===== src/rtl/sync_pkg.sv =====
// Shared definitions for the clk_b-side consumers of toggle_sync: FSM state
// encoding, a saturating increment and the window-counter width rule.
package sync_pkg;

  typedef enum logic {
    ST_IDLE  = 1'b0,
    ST_COUNT = 1'b1
  } state_t;

  // Width of a counter that has to reach window-1 (window >= 2).
  function automatic int win_cnt_w(input int window);
    return $clog2(window);
  endfunction

  // Add one when inc is set, but never step past max_value.
  // Callers zero-extend narrower operands to 32 bits and slice the result.
  function automatic logic [31:0] sat_inc(input logic [31:0] value,
                                          input logic [31:0] max_value,
                                          input logic        inc);
    logic [31:0] result;
    if (inc && (value < max_value)) begin
      result = value + 32'd1;
    end else begin
      result = value;
    end
    return result;
  endfunction

endpackage


===== src/rtl/sync_edge_qual.sv =====
// Turns the synchronised sig_b into a per-cycle event strobe: either the level
// itself or only its rising edge. The history register runs every cycle so that
// a consumer switching on while sig_b is already high sees no false edge.
module sync_edge_qual #(
  parameter int EDGE_MODE = 0
) (
  input  logic clk_b,
  input  logic rst_n,
  input  logic sig_b,
  output logic evt
);

  logic sig_b_q_r;

  // Previous-cycle copy of sig_b, captured unconditionally.
  always_ff @(posedge clk_b or negedge rst_n) begin
    if (!rst_n) begin
      sig_b_q_r <= 1'b0;
    end else begin
      sig_b_q_r <= sig_b;
    end
  end

  // Event qualification: level or rising edge.
  always_comb begin
    evt = 1'b0;
    if (EDGE_MODE != 0) begin
      evt = sig_b & ~sig_b_q_r;
    end else begin
      evt = sig_b;
    end
  end

endmodule


===== src/rtl/sync_event_counter.sv =====
// Counts sig_b events over fixed windows of WINDOW clk_b cycles and offers
// each window's (saturating) count to a reader over valid/ready. A window that
// completes while the previous report is still unaccepted overwrites it and
// raises the sticky overrun flag, which clears once counting is disabled.
// CNT_W is limited to 32 bits by the shared saturating helper.
module sync_event_counter
  import sync_pkg::*;
#(
  parameter int CNT_W     = 8,
  parameter int WINDOW    = 16,
  parameter int EDGE_MODE = 0
) (
  input  logic             clk_b,
  input  logic             rst_n,
  input  logic             en,
  input  logic             sig_b,
  output logic [CNT_W-1:0] cnt_data,
  output logic             cnt_sat,
  output logic             cnt_valid,
  input  logic             cnt_ready,
  output logic             overrun
);

  localparam int               WIN_W    = win_cnt_w(WINDOW);
  localparam logic [WIN_W-1:0] WIN_LAST = WIN_W'(WINDOW - 1);
  localparam logic [CNT_W-1:0] ACC_MAX  = {CNT_W{1'b1}};

  state_t             state_r;
  state_t             state_nxt_s;
  logic [WIN_W-1:0]   win_cnt_r;
  logic [CNT_W-1:0]   acc_r;
  logic               sat_acc_r;
  logic               evt_s;
  logic [CNT_W-1:0]   acc_sum_s;
  logic               at_max_s;
  logic               win_end_s;
  logic               xfer_s;

  sync_edge_qual #(
    .EDGE_MODE (EDGE_MODE)
  ) u_edge_qual (
    .clk_b (clk_b),
    .rst_n (rst_n),
    .sig_b (sig_b),
    .evt   (evt_s)
  );

  // State register.
  always_ff @(posedge clk_b or negedge rst_n) begin
    if (!rst_n) begin
      state_r <= ST_IDLE;
    end else begin
      state_r <= state_nxt_s;
    end
  end

  // Next state: en alone decides between idling and counting.
  always_comb begin
    state_nxt_s = ST_IDLE;
    case (state_r)
      ST_IDLE: begin
        if (en) begin
          state_nxt_s = ST_COUNT;
        end else begin
          state_nxt_s = ST_IDLE;
        end
      end
      ST_COUNT: begin
        if (!en) begin
          state_nxt_s = ST_IDLE;
        end else begin
          state_nxt_s = ST_COUNT;
        end
      end
      default: begin
        state_nxt_s = ST_IDLE;
      end
    endcase
  end

  // Per-cycle datapath terms: saturating sum, saturation hit, window end, transfer.
  always_comb begin
    acc_sum_s = CNT_W'(sat_inc(32'(acc_r), 32'(ACC_MAX), evt_s));
    at_max_s  = evt_s & (acc_r == ACC_MAX);
    xfer_s    = cnt_valid & cnt_ready;
    if ((state_r == ST_COUNT) && (win_cnt_r == WIN_LAST)) begin
      win_end_s = 1'b1;
    end else begin
      win_end_s = 1'b0;
    end
  end

  // Window position and accumulator; idle holds them at zero so that the
  // first counting cycle always starts a fresh window.
  always_ff @(posedge clk_b or negedge rst_n) begin
    if (!rst_n) begin
      win_cnt_r <= {WIN_W{1'b0}};
      acc_r     <= {CNT_W{1'b0}};
      sat_acc_r <= 1'b0;
    end else if (state_r == ST_IDLE) begin
      win_cnt_r <= {WIN_W{1'b0}};
      acc_r     <= {CNT_W{1'b0}};
      sat_acc_r <= 1'b0;
    end else if (win_end_s) begin
      win_cnt_r <= {WIN_W{1'b0}};
      acc_r     <= {CNT_W{1'b0}};
      sat_acc_r <= 1'b0;
    end else begin
      win_cnt_r <= win_cnt_r + WIN_W'(1'b1);
      acc_r     <= acc_sum_s;
      sat_acc_r <= sat_acc_r | at_max_s;
    end
  end

  // Report register and handshake; a window end always wins over a transfer.
  always_ff @(posedge clk_b or negedge rst_n) begin
    if (!rst_n) begin
      cnt_data  <= {CNT_W{1'b0}};
      cnt_sat   <= 1'b0;
      cnt_valid <= 1'b0;
    end else if (win_end_s) begin
      cnt_data  <= acc_sum_s;
      cnt_sat   <= sat_acc_r | at_max_s;
      cnt_valid <= 1'b1;
    end else if (xfer_s) begin
      cnt_valid <= 1'b0;
    end else begin
      cnt_valid <= cnt_valid;
    end
  end

  // Sticky overrun: set when an unaccepted report is overwritten, cleared in idle.
  always_ff @(posedge clk_b or negedge rst_n) begin
    if (!rst_n) begin
      overrun <= 1'b0;
    end else if (state_r == ST_IDLE) begin
      overrun <= 1'b0;
    end else if (win_end_s && cnt_valid && !cnt_ready) begin
      overrun <= 1'b1;
    end else begin
      overrun <= overrun;
    end
  end

endmodule


===== config.mk =====
export PLATFORM = sky130hd
export DESIGN_NAME = sync_event_counter
export DESIGN_NICKNAME = d
export VERILOG_FILES = /design/src/rtl/sync_pkg.sv /design/src/rtl/sync_edge_qual.sv /design/src/rtl/sync_event_counter.sv
export SDC_FILE = /design/constraint.sdc
export NUM_CORES = 1
export LEC_CHECK = 0
export ABC_AREA = 1
export CELL_PAD_IN_SITES_DETAIL_PLACEMENT = 1
export CELL_PAD_IN_SITES_GLOBAL_PLACEMENT = 1
export CORE_ASPECT_RATIO = 0.5
export CORE_MARGIN = 2
export CORE_UTILIZATION = 36
export CTS_CLUSTER_DIAMETER = 50
export DETAILED_ROUTE_END_ITERATION = 6
export HOLD_SLACK_MARGIN = 0.03
export PLACE_DENSITY_LB_ADDON = 0.25
export SETUP_SLACK_MARGIN = 0.02
export SLEW_MARGIN = 0
export SYNTH_ARGS = -nofsm -noshare
export SYNTH_HDL_FRONTEND = slang
export SYNTH_SLANG_ARGS = --single-unit

===== constraint.sdc =====
create_clock -name clk_b -period 1.3 [get_ports clk_b]
set_input_delay 0.39 -clock clk_b [delete_from_list [all_inputs] [get_ports clk_b]]
set_output_delay 0.39 -clock clk_b [all_outputs]
set_load 0.02 [all_outputs]

Word level (Yosys, flattened, before mapping)
Cells that the tools add are included.
{"block": "totals", "reg_bits": 25, "inputBits": 5, "wordCells": 36}
{"block": "op_classes", "n_addsub": 2, "order_cmp": 1, "n_eq_ne": 3, "mux": 13, "bitwise": 3, "n_reduce_logical": 6}
{"operator": "8-bit 2-to-1 mux", "count": 3}
{"operator": "8-bit by 1-bit adder with 8-bit output, second input constant", "count": 1}
{"operator": "8-bit == test, second input constant", "count": 1}
{"operator": "8-bit < comparator, second input constant", "count": 1}
{"operator": "1-bit 2-to-1 mux", "count": 8}
{"operator": "4-bit 2-to-1 mux", "count": 2}
{"operator": "4-bit by 1-bit adder with 4-bit output, second input constant", "count": 1}
{"operator": "4-bit == test, second input constant", "count": 1}
{"operator": "1-bit logical AND", "count": 4}
{"operator": "1-bit AND", "count": 2}
{"operator": "2-bit by 1-bit inequality test with 1-bit output, second input constant", "count": 1}
{"operator": "2-bit nonzero test", "count": 1}
{"operator": "1-bit zero test", "count": 1}
{"operator": "1-bit OR", "count": 1}

Depth between registers and ports, before layout
Gate-level depths: netlist (run 1).
{"block": "depth", "word_depth": 7, "ltp_mapped": 9, "mapped_depth_nobuf": 8}

By module
Synthesis (run 1) repeated with hierarchy kept, for this count alone.
{"block": "unflattened", "hier_cells": 148, "hier_area_um2": 1223.7}
{"module": "sync_event_counter", "n_inst": 1, "cells_each": 147, "area_per_inst_um2": 1216.2, "seq_area_each_um2": 625.6}
{"module": "sync_edge_qual", "n_inst": 1, "cells_each": 1, "area_per_inst_um2": 7.5, "seq_area_each_um2": 0.0}

Least setup slack after synthesis (run 1)
No wires, ideal clock.
{"block": "synth_path", "kind": "flip-flop to flip-flop", "startpoint": "register acc_r[0]", "endpoint": "register cnt_data[1]", "setup_time_ps": 117, "t_arrival_ps": 1298, "required_time_ps": 1183, "path_slack_ps": -116, "stages_incl_launch_ff": 9, "path_buffers": 0, "path_cell_list": "dfrtp_1 ha_1 inv_1 nor2_2 nand2_2 nand2_1 or2_2 nand3_1 nand2_1"}
{"block": "synth_via", "elab_chain_cells": 3, "elab_cells_between_ends": 4}
{"element": "start: declaration", "line_no": "sync_event_counter.sv:31", "source": "logic [CNT_W-1:0] acc_r;"}
{"element": "start signal: assignment", "line_no": "sync_event_counter.sv:98", "source": "acc_r <= {CNT_W{1'b0}};"}
{"element": "start signal: assignment", "line_no": "sync_event_counter.sv:102", "source": "acc_r <= {CNT_W{1'b0}};"}
{"element": "start signal: assignment", "line_no": "sync_event_counter.sv:106", "source": "acc_r <= {CNT_W{1'b0}};"}
{"element": "8-bit < comparator", "line_no": "sync_pkg.sv:21", "source": "if (inc && (value < max_value)) begin"}
{"element": "1-bit logical AND", "line_no": "sync_pkg.sv:21"}
{"element": "8-bit 2-to-1 mux (*)", "line_no": "sync_pkg.sv:21"}
{"element": "end signal: assignment", "line_no": "sync_event_counter.sv:118", "source": "cnt_data <= {CNT_W{1'b0}};"}
{"element": "end signal: assignment", "line_no": "sync_event_counter.sv:122", "source": "cnt_data <= acc_sum_s;"}
{"element": "end: declaration", "line_no": "sync_event_counter.sv:17", "source": "output logic [CNT_W-1:0] cnt_data,"}
Every way passes the cells marked *; elsewhere a longest branch is shown, timed or not.
A chain may end at the register's enable or synchronous reset.

Worst setup path after layout (run 1)
{"block": "layout_path", "startpoint": "register acc_r[0]", "endpoint": "register acc_r[7]"}
{"block": "layout_via", "elab_chain_cells": 5, "elab_cells_between_ends": 6}
{"element": "8-bit < comparator", "line_no": "sync_pkg.sv:21"}
{"element": "1-bit logical AND", "line_no": "sync_pkg.sv:21"}
{"element": "8-bit 2-to-1 mux (*)", "line_no": "sync_pkg.sv:21"}
{"element": "8-bit 2-to-1 mux (*)", "line_no": "sync_event_counter.sv:104", "source": "end else if (win_end_s) begin"}
{"element": "8-bit 2-to-1 mux (*)", "line_no": "sync_event_counter.sv:100", "source": "end else if (state_r == ST_IDLE) begin"}
Marks and branches as above.

==> results of run 1 <==
metal layers:
layer / GRT usage / part of all wire / vias to the layer above
li1: - / - / 528
met5: 0 / 0 / -
met4: 0.0750 / 0.012 / 0
met1: 0.241 / 0.46 / 549
met2: 0.326 / 0.50 / 10
met3: 0.0420 / 0.026 / 4
worst max-delay path by stage:
stage	slack, ps	start	end
2_1_floorplan	20	win_cnt_r[0]	cnt_data[0]
3_3_place_gp	-300	sig_b	cnt_data[7]
3_5_place_dp	-370	sig_b	cnt_data[7]
4_1_cts	-90	acc_r[0]	cnt_data[1]
5_1_grt	-110	acc_r[0]	acc_r[7]
6_report	-40	acc_r[0]	acc_r[7]
layout make-up:
| class | instances | area (um^2) | share of cell area |
|---|---|---|---|
| clock buffers | 3 | 41.3 | 0.0232 |
| clock inverters | 1 | 5.00 | 0.00281 |
| inverters | 20 | 80.1 | 0.0449 |
| multi-input cells | 99 | 674 | 0.378 |
| flip-flops and latches | 25 | 626 | 0.351 |
| well taps | 40 | 50.0 | 0.0281 |
| repair buffers | 38 | 307 | 0.172 |
per-stage QoR:
| step | util | setup slack [ps] | total power, mW | hold WS (ps) |
|---|---|---|---|---|
| global route | 0.572 | -113 | 1.49 | 475 |
| detailed placement | 0.498 | -368 | 0.946 | 470 |
| global placement | 0.498 | -295 | 0.939 | 461 |
| CTS | 0.526 | -89.9 | 1.43 | 461 |
| floorplan | - | 18.1 | 0.865 | 94.4 |
| finish | 0.572 | -44.9 | 1.43 | 458 |
cells by family (layout without fill, tap and decap cells):
group / after synthesis / in the layout / synth area share
AOI/OAI and AO/OA: 8 / 8 / 0.0504
xor gates and xnor gates: 1 / 1 / 0.00720
adders and majority gates: 2 / 2 / 0.0206
buffers and inverters: 23 / 62 / 0.0844
DFF: 25 / 25 / 0.514
and+or+nand+nor: 88 / 88 / 0.323
critical path, delay by kind of cell (launching register included):
family / cells / cell delay [ps]
buffers and inverters: 2 / 210
adder cells (fa/ha/maj): 1 / 190
AND/OR/NAND/NOR: 6 / 460
flip-flops: 1 / 400
placed cells by master (no fill, tap or decap), drive strengths merged:
master / n
nand2: 47
buf: 34
dfrtp: 25
nor2: 22
inv: 20
nand3: 13
o21ai: 7
nor3: 3
clkbuf: 3
clkdlybuf4s50: 3
nand4: 2
ha: 2
or2: 1
o21bai: 1
xor2: 1
clkinv: 1
dlygate4sd2: 1
state kept, by name, indices dropped and copies added, names as in the netlist:
| register | flops |
|---|---|
| sat_acc_r | 1 |
| win_cnt_r | 4 |
| overrun | 1 |
| cnt_valid | 1 |
| acc_r | 8 |
| cnt_data | 8 |
| state_r | 1 |
| cnt_sat | 1 |
power groups by stage:
stage / clock, mW / sequential [mW] / combinational (mW)
after CTS: 0.484 / 0.802 / 0.143
after floorplan: 0 / 0.818 / 0.0476
after global placement: 0 / 0.817 / 0.122
final: 0.471 / 0.803 / 0.160
after detailed placement: 0 / 0.818 / 0.128
after global routing: 0.505 / 0.805 / 0.178
timing repair:
item / 4_1_cts / 5_1_grt
gates resized for setup: 64 / 37
setup endpoints to repair: 30 / 23
setup buffers: 6 / 2
pin swaps: 11 / 18
==> results_dict.tcl, run 1 <==
set metrics [dict create \
    fin_nets 194 \
    max-clock-path-buffers 2 \
    crit_type "flop to flop" \
    synth_ff_type "dfrtp_1" \
    status "finished with violations" \
    r2r-start "acc_r[0]" \
    fin_setup_tns_ps -129 \
    worstPathArrival_ps 1550 \
    post-route-min-period_ps 1340 \
    rsz0062_at_grt "true" \
    worst_pin_slew_ps 257 \
    synth_area_um2 1220 \
    syn_nets 154 \
    finClkSkew_ps 2.64 \
    post_drt_wl_per_cell_um 15.0 \
    cts_hold_buffers 0 \
    worst_path_max_delay_cell "dfrtp_1" \
    place_inst 216 \
    drv_slew 0 \
    num_vias 1091 \
    ys_warn_count 0 \
    critPathRequiredTime_ps 1510 \
    period_share 1.03 \
    netlist_instances 147 \
    crit_fanout 7 \
    gp_congestion 0.786 \
    r2r_cells 9 \
    port_buffers 15 \
    start_kind "flop" \
    drive_gt1_frac 0.511 \
    synth_most_common_cell "nand2_1" \
    fin_area_um2 1780 \
    dp_hpwl_mm 2.29 \
    initial_core_util 0.390 \
    ys_seq_area_frac 0.514 \
    critPathMaxStageDelay_ps 400 \
    nFillCells 374 \
    syn_to_final_growth_pct 46.6 \
    powerDensity_nw_per_um2 804 \
    drt_iter0_drc 24 \
    fmax_ghz 0.744 \
    crit_path_frequent_cell "nand2_2" \
    clock_power_share 0.328 \
    synth.top_cells.by_area "dfrtp_1 (51%), nand2_1 (14%), inv_1 (5.6%)" \
    synth.distinct_cells 22 \
    setup_viol 4 \
    cts_tree "built" \
    insertion_delay_ps 270 \
    antenna_cells 0 \
    first_pass_iters 4 \
    irDropWorstVdd_uv 523 \
    p_sw_frac 0.246 \
    avgSynthCellArea_um2 8.27 \
    globalRouteTotalUtil 0.190 \
    grt-ovfl-total 0 \
    worst_slack_ps -44.9 \
    vias_per_cell 4.83 \
    p_leak_nw 0.874 \
    comb_power_share 0.111 \
    path_cells "ha_2 > inv_2 > nor2_4 > nand2_4 > buf_6 > nand3_2 > nand2_2 > nand2_2 > nor2_1" \
    dpl-instance-area_um2 1550 \
    r2r-end "acc_r[7]" \
    violations "negative setup slack" \
    final_cells 226 \
    die_w_um 86.2 \
    synth_common_cells "nand2_1 (44), dfrtp_1 (25), inv_1 (18)" \
    drc 0 \
    cts_htree_levels 1 \
    grt_pass1_vias 1165 \
    r2r_slack_ps -40 \
    cap_violations 0 \
    grt_pass1_wl_mm 5.40 \
    pwr-share-seq 0.560 \
    wirelength_mm 3.38 \
    antenna_found_initial 0 \
    grt_max_degree 26 \
    hold_path_class "input pin to async pin" \
    synth.top_cell.area_share 0.514 \
    drtAntennaViolNets 0 \
    dieArea_um2 3890 \
    die_h_um 45.1 \
    end_kind "flop" \
    io-pin-count 16 \
    power.switching_mw 0.353 \
    clkSinkCount 25 \
    core_area_um2 3120 \
    p_int_mw 1.08 \
    ys_seq_elements 25 \
    ys_async_sr_fraction 1.00 \
    synth_edf_count 0 \
    cts_made_buffers 3 \
    cts.reportedPaths.clkPinSlew_ps 90 \
    cts_root_buffer "clkbuf_8" \
    num_rows 14 \
    maxSlewHeadroom 0.828 \
    yosys.area.top_type "dfrtp_1" \
    final_hold_viol_count 0 \
]
No activity file was read; power rests on OpenSTA's default activity.
==> run 2, diff against run 1 <==
--- a/config.mk
+++ b/config.mk
@@ -5,13 +5,12 @@
 export SDC_FILE = /design/constraint.sdc
 export NUM_CORES = 1
 export LEC_CHECK = 0
-export ABC_AREA = 1
 export CELL_PAD_IN_SITES_DETAIL_PLACEMENT = 1
 export CELL_PAD_IN_SITES_GLOBAL_PLACEMENT = 1
 export CORE_ASPECT_RATIO = 0.5
 export CORE_MARGIN = 2
 export CORE_UTILIZATION = 36
-export CTS_CLUSTER_DIAMETER = 50
+export CTS_CLUSTER_DIAMETER = 120
 export DETAILED_ROUTE_END_ITERATION = 6
 export HOLD_SLACK_MARGIN = 0.03
 export PLACE_DENSITY_LB_ADDON = 0.25
==> run 2 against run 1 <==
Compared with the run above:
- die area fell by 11%
- sequential share of layout area rose by 6.2 points
- register-to-register slack got worse by 140 ps
- critical path depth fell by 4
- the flow still finishes with violations (negative setup slack)
- highest routed layer unchanged
- wire length fell by 24%
==> results_dict.tcl, run 2 <==
set metrics [dict create \
    final_hold_viol_count 0 \
    num_rows 13 \
    post-route-min-period_ps 1490 \
    fin_setup_tns_ps -1930 \
    drtAntennaViolNets 0 \
    dieArea_um2 3450 \
    critPathRequiredTime_ps 1460 \
    synth_common_cells "dfrtp_1 (25), nand2_1 (14), nor2_1 (14)" \
    crit_family "simple AND/OR/NAND/NOR gates" \
    ys_seq_elements 25 \
    crit_type "flop to flop" \
    place_inst 165 \
    hold_path_class "input pin to async pin" \
    max-clock-path-buffers 2 \
    avgSynthCellArea_um2 10.6 \
    cts_tree "built" \
    synth_ff_type "dfrtp_1" \
    r2r_cells 5 \
    ys_warn_count 0 \
    post_drt_wl_per_cell_um 14.7 \
    final_cells 175 \
    drt_iter0_drc 35 \
    cts.reportedPaths.clkPinSlew_ps 80 \
    dpl-instance-area_um2 1380 \
    first_pass_iters 4 \
    drv_slew 0 \
    wirelength_mm 2.58 \
    worst_pin_slew_ps 279 \
    synth.top_cell.area_share 0.585 \
    fin_nets 146 \
    end_kind "flop" \
    die_w_um 81.0 \
    insertion_delay_ps 270 \
    fmax_ghz 0.672 \
    io-pin-count 16 \
    grt_pass1_vias 940 \
    dp_hpwl_mm 1.76 \
    critPathMaxStageDelay_ps 510 \
    grt.busiest_layer "met2" \
    holdWs_ps 462 \
    cts_htree_levels 1 \
    num_vias 880 \
    worstPathArrival_ps 1650 \
    p_leak_nw 0.698 \
    synth.top_cells.by_area "dfrtp_1 (59%), nand2_1 (4.9%), nor2_1 (4.9%)" \
    synth_most_common_cell "dfrtp_1" \
    ys_seq_area_frac 0.585 \
    fin_util 0.563 \
    powerDensity_nw_per_um2 918 \
    cap_violations 0 \
    gr-usage-met1 0.256 \
    globalRouteTotalUtil 0.181 \
    final_cell_mix "dfrtp_1 (24), nand2_1 (14), buf_4 (14)" \
    start_kind "flop" \
    crit_cells 5 \
    ys_async_sr_fraction 1.00 \
    cts_root_buffer "clkbuf_8" \
    finClkSkew_ps 1.74 \
    antenna_cells 0 \
    final_common_cell "dfrtp_1" \
    rsz0062_at_grt "true" \
    synth.distinct_cells 22 \
    netlist_instances 101 \
    drive_gt1_frac 0.377 \
    cts_made_buffers 3 \
    worst_slack_ps -187 \
    vias_per_cell 5.03 \
    path_cells "ha_4 > nand4_1 > or4b_1 > o21ai_2 > nor2_1" \
    crit_fanout 4 \
    port_buffers 15 \
    status "finished with violations" \
    core_area_um2 2700 \
    grt_pass1_wl_mm 4.60 \
    yosys.area.top_type "dfrtp_1" \
    critPathBufInv 0 \
    period_share 1.14 \
    syn_to_final_growth_pct 42.2 \
    use_met2 0.274 \
    synth_area_um2 1070 \
    gp_congestion 0.790 \
    synth_edf_count 0 \
    clkSinkCount 25 \
    grt_use_met3 0.0517 \
    top_regs "acc_r: 8 flops, cnt_data: 8 flops, win_cnt_r: 4 flops" \
    totalPowerFinal_mw 1.40 \
    worst_path_max_delay_cell "or4b_1" \
    dp_slack_ps -536 \
    maxSlewHeadroom 0.813 \
    die_h_um 42.5 \
    violations "negative setup slack" \
    initial_core_util 0.396 \
    syn_nets 108 \
    irDropWorstVdd_uv 477 \
    grt-ovfl-total 0 \
    grt_max_degree 26 \
    drc 0 \
    setup_viol 18 \
    fin_area_um2 1520 \
    antenna_found_initial 0 \
]
[run 2: changes by cell type after synthesis, moves of 3 or more]
cell,delta
inv_1,-17
nand2_1,-30
nand2_2,-3
nand3_1,-7
nor2_1,-3
nor2_2,-4
o21ai_0,+6
xor2_1,+5
[run 2: final cells by class]
| type | instances | area [um^2] |
|---|---|---|
| multi-input combinational | 73 | 522 |
| sequential | 25 | 627 |
| timing repair buffer | 35 | 275 |
| tap | 37 | 46.3 |
| fill | 318 | 1180 |
| inverter | 1 | 3.75 |
| clock buffer | 4 | 45.0 |
[run 2: power by group]
group          switching (mW)  internal (mW)  leakage (nW)  total (mW)
sequential             0.0171          0.793         0.294       0.810
combinational          0.0597         0.0686         0.381       0.128
clock                   0.238          0.219        0.0228       0.457
[run 2: kinds of logic (layout without fill, tap and decap cells)]
logic type               after synthesis  count (layout)  synth area share
multiplexers                           2               2            0.0187
AND/OR/NAND/NOR                       45              45             0.203
flip-flops                            25              25             0.585
AO/OA/AOI/OAI                         18              18             0.110
XOR/XNOR                               6               6            0.0492
buffers and inverters                  3              40            0.0105
adder cells (fa/ha/maj)                2               2            0.0234
[run 2: worst register-to-register path, cell delays in order, from the launching register on]
cell     delay (ps)
dfrtp_1         410
ha_4            170
nand4_1         120
or4b_1          510
o21ai_2         100
nor2_1           70
[run 2: path summary, 6_finish.rpt]
check	startpoint	endpoint	slack (ps)
hold / removal	rst_n	overrun	460
min in group clk_b	win_cnt_r[0]	win_cnt_r[0]	480
setup / recovery	acc_r[0]	acc_r[6]	-190
max in group asynchronous	rst_n	acc_r[2]	670
hold reg to reg	win_cnt_r[0]	win_cnt_r[0]	480
setup reg to reg	acc_r[0]	acc_r[6]	-190
[run 2: timing repair]
action	4_1_cts	5_1_grt
hold buffers	0	0
setup buffers	6	2
endpoints found under the setup margin	29	19
gates resized for setup	64	8
pin swaps	12	10
[run 2: routing by layer]
layer	part of all wire	up-vias
met4	0.0081	0
met2	0.45	7
met1	0.51	445
met5	0	-
li1	-	424
met3	0.026	4
